[config.mk]
export PLATFORM = sky130hd
export DESIGN_NAME = ds1302_write_seq
export DESIGN_NICKNAME = d
export VERILOG_FILES = /design/src/rtl/ds1302_pkg.sv /design/src/rtl/ds1302_sclk_div.sv /design/src/rtl/ds1302_write_seq.sv
export SDC_FILE = /design/constraint.sdc
export NUM_CORES = 1
export LEC_CHECK = 0
export CORE_MARGIN = 5
export CORE_UTILIZATION = 30
export CTS_CLUSTER_DIAMETER = 120
export DETAILED_ROUTE_END_ITERATION = 8
export DONT_BUFFER_PORTS = 1
export PLACE_DENSITY_LB_ADDON = 0.3
export SYNTH_ARGS = -nofsm -noshare
export SYNTH_HDL_FRONTEND = slang
export SYNTH_HIERARCHICAL = 1
export SYNTH_SLANG_ARGS = --single-unit
[constraint.sdc]
create_clock -name clk -period 2.8 [get_ports clk]
set_input_delay 0 -clock clk [delete_from_list [all_inputs] [get_ports clk]]
set_output_delay 0 -clock clk [all_outputs]
set_load 0.05 [all_outputs]
[src/rtl/ds1302_pkg.sv]
// Shared DS1302 definitions: register addresses, write-protect values, sequencer states, error codes.
// The read-side sequencer imports this package as well.
package ds1302_pkg;

    localparam logic [7:0] ADDR_WP   = 8'h8E;
    localparam logic [7:0] ADDR_SEC  = 8'h80;
    localparam logic [7:0] ADDR_MIN  = 8'h82;
    localparam logic [7:0] ADDR_HOUR = 8'h84;

    localparam logic [7:0] WP_UNLOCK = 8'h00;
    localparam logic [7:0] WP_LOCK   = 8'h80;

    localparam logic [1:0] ERR_NONE    = 2'b00;
    localparam logic [1:0] ERR_BCD     = 2'b01;
    localparam logic [1:0] ERR_TIMEOUT = 2'b10;

    localparam logic [2:0] LAST_STEP = 3'd4;

    typedef enum logic [2:0] {
        ST_IDLE,
        ST_CHECK,
        ST_ISSUE,
        ST_SETUP,
        ST_CLOCK,
        ST_GAP,
        ST_FINISH,
        ST_FAIL
    } seq_state_t;

    typedef struct packed {
        logic [7:0] addr;
        logic [7:0] data;
    } wr_cmd_t;

    // Both nibbles are decimal digits and the value does not exceed max_v.
    function automatic logic bcd_in_range(input logic [7:0] v, input logic [7:0] max_v);
        return (v[3:0] <= 4'd9) && (v[7:4] <= 4'd9) && (v <= max_v);
    endfunction

endpackage

[src/rtl/ds1302_sclk_div.sv]
// SCLK generator: toggles every SCLK_HALF clk cycles while run is high, first edge is a rise.
// Dropping run clears the divider and forces SCLK low on the next clk edge.
module ds1302_sclk_div #(
    parameter int unsigned SCLK_HALF = 50
) (
    input  logic clk,
    input  logic rst,
    input  logic run,
    output logic sclk,
    output logic risePulse
);

    localparam int unsigned DIV_W = (SCLK_HALF > 1) ? $clog2(SCLK_HALF) : 1;
    localparam logic [DIV_W-1:0] DIV_LAST = DIV_W'(SCLK_HALF - 1);

    logic [DIV_W-1:0] r_cnt;
    logic             r_sclk;
    logic             r_rise;

    always_ff @(posedge clk or posedge rst) begin
        if (rst) begin
            r_cnt  <= '0;
            r_sclk <= 1'b0;
            r_rise <= 1'b0;
        end else if (!run) begin
            r_cnt  <= '0;
            r_sclk <= 1'b0;
            r_rise <= 1'b0;
        end else if (r_cnt == DIV_LAST) begin
            r_cnt  <= '0;
            r_sclk <= ~r_sclk;
            r_rise <= ~r_sclk;
        end else begin
            r_cnt  <= r_cnt + DIV_W'(1);
            r_rise <= 1'b0;
        end
    end

    assign sclk      = r_sclk;
    assign risePulse = r_rise;

endmodule

[src/rtl/ds1302_write_seq.sv]
// Programs DS1302 seconds/minutes/hours through the ds1302write engine as five framed writes
// (WP unlock, sec, min, hour, WP lock), with input validation and a per-write SCLK-edge timeout.
module ds1302_write_seq
    import ds1302_pkg::*;
#(
    parameter int unsigned SCLK_HALF     = 50,
    parameter int unsigned SETUP_CYC     = 400,
    parameter int unsigned GAP_CYC       = 400,
    parameter int unsigned TIMEOUT_EDGES = 40
) (
    input  logic       clk,
    input  logic       rst,
    input  logic       start,
    input  logic [7:0] secIn,
    input  logic [7:0] minIn,
    input  logic [7:0] hourIn,
    output logic       busy,
    output logic       done,
    output logic       err,
    output logic [1:0] errCode,
    output logic [2:0] stepIdx,
    output logic       wrEn,
    output logic [7:0] wrAddr,
    output logic [7:0] wrData,
    output logic       sclk,
    input  logic       wrDone
);

    localparam int unsigned CNT_MAX = (SETUP_CYC > GAP_CYC) ? SETUP_CYC : GAP_CYC;
    localparam int unsigned CNT_W   = (CNT_MAX > 1) ? $clog2(CNT_MAX) : 1;
    localparam int unsigned EDGE_W  = $clog2(TIMEOUT_EDGES + 1);

    seq_state_t        r_state, w_state_next;
    logic [7:0]        r_sec, r_min, r_hour, w_sec_next, w_min_next, w_hour_next;
    logic [CNT_W-1:0]  r_cnt, w_cnt_next;
    logic [EDGE_W-1:0] r_edge, w_edge_next;
    logic [2:0]        r_step, w_step_next;
    logic [1:0]        r_err_code, w_err_code_next;
    wr_cmd_t           r_cmd, w_cmd_next;
    logic              r_busy, r_done, r_err, r_wr_en;
    logic              w_busy_next, w_done_next, w_err_next, w_wr_en_next;
    logic              w_valid, w_run_c, w_sclk, w_rise;

    // Table of the five writes, indexed by step.
    function automatic wr_cmd_t step_cmd(input logic [2:0] idx, input logic [7:0] sec,
                                         input logic [7:0] min, input logic [7:0] hour);
        wr_cmd_t c;
        case (idx)
            3'd0:    begin c.addr = ADDR_WP;   c.data = WP_UNLOCK;     end
            3'd1:    begin c.addr = ADDR_SEC;  c.data = sec & 8'h7F;   end
            3'd2:    begin c.addr = ADDR_MIN;  c.data = min & 8'h7F;   end
            3'd3:    begin c.addr = ADDR_HOUR; c.data = hour & 8'h3F;  end
            default: begin c.addr = ADDR_WP;   c.data = WP_LOCK;       end
        endcase
        return c;
    endfunction

    assign w_valid = bcd_in_range(r_sec, 8'h59) && bcd_in_range(r_min, 8'h59)
                  && bcd_in_range(r_hour, 8'h23);

    always_comb begin
        w_state_next    = r_state;
        w_sec_next      = r_sec;
        w_min_next      = r_min;
        w_hour_next     = r_hour;
        w_cnt_next      = r_cnt;
        w_step_next     = r_step;
        w_err_code_next = r_err_code;
        w_cmd_next      = r_cmd;
        w_edge_next     = (r_state == ST_CLOCK) ? r_edge + EDGE_W'(w_rise) : '0;

        case (r_state)
            ST_IDLE: begin
                if (start) begin
                    w_sec_next   = secIn;
                    w_min_next   = minIn;
                    w_hour_next  = hourIn;
                    w_state_next = ST_CHECK;
                end
            end
            ST_CHECK: begin
                if (!w_valid) begin
                    w_err_code_next = ERR_BCD;
                    w_state_next    = ST_FAIL;
                end else begin
                    w_step_next  = 3'd0;
                    w_state_next = ST_ISSUE;
                end
            end
            ST_ISSUE: begin
                w_cnt_next   = '0;
                w_state_next = ST_SETUP;
            end
            ST_SETUP: begin
                if (r_cnt == CNT_W'(SETUP_CYC - 1)) begin
                    w_cnt_next   = '0;
                    w_state_next = ST_CLOCK;
                end else begin
                    w_cnt_next = r_cnt + CNT_W'(1);
                end
            end
            ST_CLOCK: begin
                // A done seen together with the final allowed edge still counts as success.
                if (wrDone) begin
                    w_cnt_next   = '0;
                    w_state_next = ST_GAP;
                end else if (r_edge == EDGE_W'(TIMEOUT_EDGES)) begin
                    w_err_code_next = ERR_TIMEOUT;
                    w_state_next    = ST_FAIL;
                end
            end
            ST_GAP: begin
                if (r_cnt == CNT_W'(GAP_CYC - 1)) begin
                    w_cnt_next = '0;
                    if (r_step == LAST_STEP) begin
                        w_state_next = ST_FINISH;
                    end else begin
                        w_step_next  = r_step + 3'd1;
                        w_state_next = ST_ISSUE;
                    end
                end else begin
                    w_cnt_next = r_cnt + CNT_W'(1);
                end
            end
            ST_FINISH: w_state_next = ST_IDLE;
            ST_FAIL:   w_state_next = ST_IDLE;
            default:   w_state_next = ST_IDLE;
        endcase

        if (w_state_next == ST_ISSUE) begin
            w_cmd_next = step_cmd(w_step_next, r_sec, r_min, r_hour);
        end
        if (w_state_next == ST_IDLE) begin
            w_cmd_next  = '0;
            w_step_next = 3'd0;
        end

        w_busy_next  = (w_state_next != ST_IDLE);
        w_done_next  = (w_state_next == ST_FINISH);
        w_err_next   = (w_state_next == ST_FAIL);
        w_wr_en_next = (w_state_next == ST_ISSUE);
        // Stop the divider on the very edge that leaves CLOCK so SCLK is low in the next state.
        w_run_c      = (r_state == ST_CLOCK) && (w_state_next == ST_CLOCK);
    end

    always_ff @(posedge clk or posedge rst) begin
        if (rst) begin
            r_state    <= ST_IDLE;
            r_sec      <= '0;
            r_min      <= '0;
            r_hour     <= '0;
            r_cnt      <= '0;
            r_edge     <= '0;
            r_step     <= '0;
            r_err_code <= ERR_NONE;
            r_cmd      <= '0;
            r_busy     <= 1'b0;
            r_done     <= 1'b0;
            r_err      <= 1'b0;
            r_wr_en    <= 1'b0;
        end else begin
            r_state    <= w_state_next;
            r_sec      <= w_sec_next;
            r_min      <= w_min_next;
            r_hour     <= w_hour_next;
            r_cnt      <= w_cnt_next;
            r_edge     <= w_edge_next;
            r_step     <= w_step_next;
            r_err_code <= w_err_code_next;
            r_cmd      <= w_cmd_next;
            r_busy     <= w_busy_next;
            r_done     <= w_done_next;
            r_err      <= w_err_next;
            r_wr_en    <= w_wr_en_next;
        end
    end

    ds1302_sclk_div #(
        .SCLK_HALF(SCLK_HALF)
    ) u_sclk_div (
        .clk      (clk),
        .rst      (rst),
        .run      (w_run_c),
        .sclk     (w_sclk),
        .risePulse(w_rise)
    );

    assign busy    = r_busy;
    assign done    = r_done;
    assign err     = r_err;
    assign errCode = r_err_code;
    assign stepIdx = r_step;
    assign wrEn    = r_wr_en;
    assign wrAddr  = r_cmd.addr;
    assign wrData  = r_cmd.data;
    assign sclk    = w_sclk;

endmodule
; ---- Word level (Yosys, flattened, before mapping)
; Index checks and enable logic that the tools add are counted.
[op_classes]
n_addsub = 4
magnitude_cmp = 9
eq_ne = 23
muxes = 30
bitwise = 1
n_reduce_logical = 21
[ops]
columns = cell, count
row1 = $pmux W12 S4, 1
row2 = $mux W3, 11
row3 = $mux W16, 2
row4 = $pmux W9 S3, 1
row5 = $eq A3 B3 Y1 const B, 8
row6 = $le A4 B4 Y1 const B, 6
row7 = $pmux W3 S7, 1
row8 = $mux W6, 3
row9 = $mux W9, 2
row10 = $le A8 B7 Y1 const B, 2
row11 = $eq A3 B2 Y1 const B, 5
row12 = $eq A6 B6 Y1 const B, 2
row13 = $add A9 B1 Y9 const B, 1
row14 = $eq A9 B9 Y1 const B, 1
row15 = $logic_and A1 B1 Y1, 9
row16 = $logic_not A3 Y1, 3
row17 = $le A8 B6 Y1 const B, 1
row18 = $ne A2 B2 Y1 const B, 4
row19 = $add A6 B1 Y6, 1
row20 = $add A6 B1 Y6 const B, 1
row21 = $eq A3 B1 Y1 const B, 2
row22 = $mux W2, 3
row23 = $pmux W3 S2, 1
row24 = $reduce_bool A3 Y1, 2
row25 = 9 further kinds, 15
[totals]
reg_bits = 75
in_bits = 28
out_inout_bits = 26
wordCells = 105

; ---- Longest topological paths before layout
[depth]
word_depth = 11
depth_mapped = 11
mapped_depth_nobuf = 9

; ---- Modules after synthesis
; Netlist, hierarchy kept.
[by_module_without_submodules]
columns = module, n_inst, cells_per_inst, area_each_um2, seq_area_each_um2
row1 = ds1302_write_seq, 1, 282, 3155.5, 1576.5
row2 = ds1302_sclk_div, 1, 32, 381.6, 200.2

; ---- Least setup slack after synthesis
; No wires, ideal clock.
[synth_timing]
path_kind = register to register
start = register r_step[0] (netlist: stepIdx[0])
end = register r_cmd (netlist bit wrData[6])
setup_ps = 121
arrival_ps = 2466
required_time_ps = 2679
slack_ps = 213
path_stages_with_launch = 12
n_path_buf = 2
period_less_slack_ps = 2587
path_cell_list = dfrtp_1 inv_1 ha_1 nand2_1 nand3_1 mux2i_1 a311o_1 buf_6 nor2b_1 buf_6 a22o_1 a22o_2
[synth_between]
elab_chain_len = 8
elab_cells_between_ends = 19
classes_between = add/sub (1) / eq/ne (5) / mux (10) / reduce/logical (3)
[synth_lines]
columns = element, line_no
row1 = "start, declared", ds1302_write_seq.sv:37  ; logic [2:0] r_step, w_step_next;
row2 = "start signal, assigned", ds1302_write_seq.sv:168  ; r_step <= w_step_next;
row3 = $add A3 B1 Y3 / $eq A3 B3 Y1 (equally long branches), "ds1302_write_seq.sv:118, ds1302_write_seq.sv:115"
row4 = $mux W3, ds1302_write_seq.sv:115  ; if (r_step == LAST_STEP) begin
row5 = $mux W3, ds1302_write_seq.sv:113  ; if (r_cnt == CNT_W'(GAP_CYC - 1)) begin
row6 = $pmux W3 S2, ds1302_write_seq.sv:72  ; case (r_state)
row7 = "$eq A3 B2 Y1, or another cell as far along", ds1302_write_seq.sv:48  ; case (idx)
row8 = $pmux W12 S4, ds1302_write_seq.sv:48
row9 = $mux W16, ds1302_write_seq.sv:130  ; if (w_state_next == ST_ISSUE) begin
row10 = $mux W16, ds1302_write_seq.sv:133  ; if (w_state_next == ST_IDLE) begin
row11 = "end signal, assigned", ds1302_write_seq.sv:170  ; r_cmd <= w_cmd_next;
row12 = "end, declared", ds1302_write_seq.sv:39  ; wr_cmd_t r_cmd, w_cmd_next;
; Several ways; a longest one is shown, not always the timed one. The select of a mux whose other input is x is not followed.
; A chain may end at the register's enable or synchronous reset.

; ---- Worst setup path after layout
[layout_timing]
start = register r_hour[6]
end = register r_cmd (netlist bit wrData[4])
[layout_between]
elab_chain_len = 10
elab_cells_between_ends = 19
classes_between = order compare (2) / eq/ne (4) / mux (7) / reduce/logical (6)
[layout_lines]
columns = element, line_no
row1 = "start, declared", ds1302_write_seq.sv:34  ; logic [7:0] r_sec, r_min, r_hour, w_sec_next, w_min_next, w_hour_next;
row2 = "start signal, assigned", ds1302_write_seq.sv:165  ; r_hour <= w_hour_next;
row3 = branches (longest 2 deep; another with $le A8 B6 Y1), -
row4 = $logic_and A1 B1 Y1 *, ds1302_pkg.sv:37  ; return (v[3:0] <= 4'd9) && (v[7:4] <= 4'd9) && (v <= max_v);
row5 = $logic_and A1 B1 Y1 *, ds1302_write_seq.sv:59  ; && bcd_in_range(r_hour, 8'h23);
row6 = $mux W3, ds1302_write_seq.sv:82  ; if (!w_valid) begin
row7 = $pmux W3 S2, ds1302_write_seq.sv:72
row8 = "$eq A3 B2 Y1, or another cell as far along", ds1302_write_seq.sv:48
row9 = $pmux W12 S4, ds1302_write_seq.sv:48
row10 = $mux W16, ds1302_write_seq.sv:130
row11 = $mux W16, ds1302_write_seq.sv:133
; Every way passes the cells marked *. The select of a mux whose other input is x is not followed.

==> impl_metrics.tcl <==
set metrics [dict create \
    period_minus_slack_ns 2.552 \
    cts_setup_buffers 0 \
    hold_violations 0 \
    synth_flop_cell "dfrtp_1" \
    ir_worst_vdd_v 0.0005906 \
    powerDensity_mw_per_mm2 1123 \
    drt_pre_antenna_iters 4 \
    grt_max_degree 45 \
    ys_ff_latch 71 \
    drc 0 \
    final_common_cell "dfrtp_1" \
    area_growth_pct 20.66 \
    drive_above_1_share_pct 21.57 \
    hp-class "in -> async" \
    first_global_vias 2543 \
    clockBufferDepth 2 \
    antenna_found_initial 0 \
    n_fill_cell 1108 \
    clock.fmax_mhz 391.8 \
    cp_max_fo 8 \
    h-tree-depth 3 \
    rsz0062_at_grt "false" \
    critPathLaunchType "flop" \
    synth_area_leaders "dfrtp_1 (50%), mux2_2 (7.6%), o21ai_0 (3.3%)" \
    final_cell_mix "dfrtp_1 (71), dlygate4sd3_1 (26), nor2_1 (24), mux2_2 (24)" \
    grt-ovfl-total 0 \
    drtIter0Drc 71 \
    place_worst_setup_slack_ns 0.1684 \
    gp_congestion 0.7606 \
    period_share_pct 91.14 \
    synth_top_area_cell "dfrtp_1" \
    grt_first_pass_wirelength_mm 13.29 \
    ys.warnings.count 6 \
    p_leak_uw 0.001903 \
    skew_ns 0.006782 \
    slew_headroom_pct 37.48 \
    crit_type "reg -> reg" \
    worst_slack_ns 0.2480 \
    maxSlewViolCount 0 \
    io_buffers 0 \
    start_util_pct 30.85 \
    end_kind "flop" \
    path_clk_slew_ns 0.06 \
    core-area_mm2 0.01147 \
    synthArstFlopShare_pct 100.0 \
    maxCapViolCount 0 \
    synth-edff-count 0 \
    arrival_ns 2.80 \
    worstMarginPinSlew_ns 0.9364 \
    die_h_um 118.6 \
    dp_hpwl_mm 5.476 \
    wirelength_mm 7.698 \
    whs_ns 0.09509 \
    synth_cells 314 \
    finalSetupViolCount 0 \
    tritoncts "built" \
    die_area_mm2 0.01406 \
    synth_top_area_share_pct 50.23 \
    r2r_slack_ns 0.25 \
    via_per_inst 4.906 \
    layout.nets 387 \
    status "finished, final reports clean" \
    fin_setup_tns_ns 0 \
    ys_seq_area_share_pct 50.23 \
    cts_buffers 9 \
    vias 2453 \
    syn_area_mm2 0.003537 \
    cp_data_required_time_ns 3.05 \
    track_usage_pct 11.38 \
    cts.sinks 71 \
    synth.distinct_cells 64 \
    antennaDiodeCount 0 \
    clock-root-buffer "clkbuf_16" \
    avgSynthCellArea_um2 11.26 \
    ant_nets 0 \
    row_count 39 \
    clk_latency_ns 0.32 \
    wire_per_inst_um 15.40 \
    die_w_um 118.6 \
    io_pins 54 \
]
-- cell type report --
type | instances | area (um2) | area share, %
inverters | 11 | 41.29 | 0.9675
repair buffers | 38 | 350.3 | 8.209
clock inverters | 4 | 55.05 | 1.290
flip-flops and latches | 71 | 1777 | 41.63
clock buffers | 12 | 246.5 | 5.775
multi-input cells | 221 | 1619 | 37.94
well taps | 143 | 178.9 | 4.192
-- flip-flops by register name, summed over array words and instances (netlist names), 2 cells and up --
signal and flops:
r_cnt 9, r_sec 8, wrData 8, u_sclk_div/r_cnt 6
r_edge 6, r_min 8, stepIdx 3, r_hour 8
errCode 2, wrAddr 4, r_state 3
-- report_power, final --
part / leakage (uW) / switching (uW) / internal, uW
Sequential: 0.000910 / 559 / 1350
Clock: 0.000143 / 424 / 718
Combinational: 0.000850 / 984 / 756
Total: 0.00190 / 1970 / 2830
-- cell usage after synthesis, drive strengths merged, types with 3 or more instances --
cell type,number
buf,7
and3,5
nand2,24
o21ai,24
nor2b,5
nor2,24
ha,7
a21oi,12
o211ai,7
dfrtp,71
xnor2,4
nor3,3
mux2i,7
nor3b,3
nand3,17
and2,3
a22o,5
clkbuf,7
nand2b,3
inv,11
mux2,24
xor2,4
-- kinds of logic after synthesis --
family,after synthesis,synth area share (%)
AND/OR/NAND/NOR,106,17.76
flip-flops,71,50.23
AO/OA/AOI/OAI,65,13.27
multiplexers,31,9.622
buffers and inverters,25,4.563
XOR/XNOR,8,1.981
adder cells (fa/ha/maj),7,2.476
other,1,0.1060
-- through the flow --
| stage | cell area, um2 | std cells | utilization [%] | total power, uW |
|---|---|---|---|---|
| 6_report | 4268 | 500 | 37.22 | 4794 |
| 5_1_grt | 4268 | 500 | 37.22 | 5129 |
| 4_1_cts | 4268 | 500 | 37.22 | 4840 |
| 3_5_place_dp | 3706 | 458 | 32.32 | 3647 |
| 3_3_place_gp | 3706 | 458 | 32.32 | 3618 |
| 2_1_floorplan | 3548 | 317 | - | 3261 |
-- timing repair --
| action | CTS | global route |
|---|---|---|
| setup endpoints to repair | 0 | 6 |
| gates resized for setup | 0 | 1 |
| hold buffers | 26 | 0 |
| hold endpoints to repair | 79 | 0 |
-- critical path: stages (launching register included) --
cell      delay, ns
dfrtp_1        0.39
nor4_1         0.42
nand3_1        0.19
or2_1          0.30
o21ai_1        0.36
nor3b_4        0.49
nand2_4        0.16
o211ai_2       0.18
-- metal layers --
metal,track usage (%),vias up,share of wire [%]
met2,18.36,51,48
met3,2.245,7,4.2
met5,0,-,0
met4,3.614,0,0.88
met1,15.41,1200,47
li1,-,1195,-
-- path summary, 6_finish.rpt --
check	from	endpoint	depth (start not counted)
worst max register to register	r_hour[6]$_DFFE_PP0P_	wrData[4]$_DFFE_PP0P_	7
min in group clk	wrDone	done$_DFF_PP0_	4
worst min register to register	u_sclk_div/r_cnt[0]$_DFF_PP0_	u_sclk_div/r_cnt[0]$_DFF_PP0_	1
worst min-delay path	rst	u_sclk_div/r_cnt[2]$_DFF_PP0_	2
worst max-delay path	r_hour[6]$_DFFE_PP0P_	wrData[4]$_DFFE_PP0P_	7
max in group asynchronous	rst	wrData[4]$_DFFE_PP0P_	3
(Power assumes the default switching activity.)
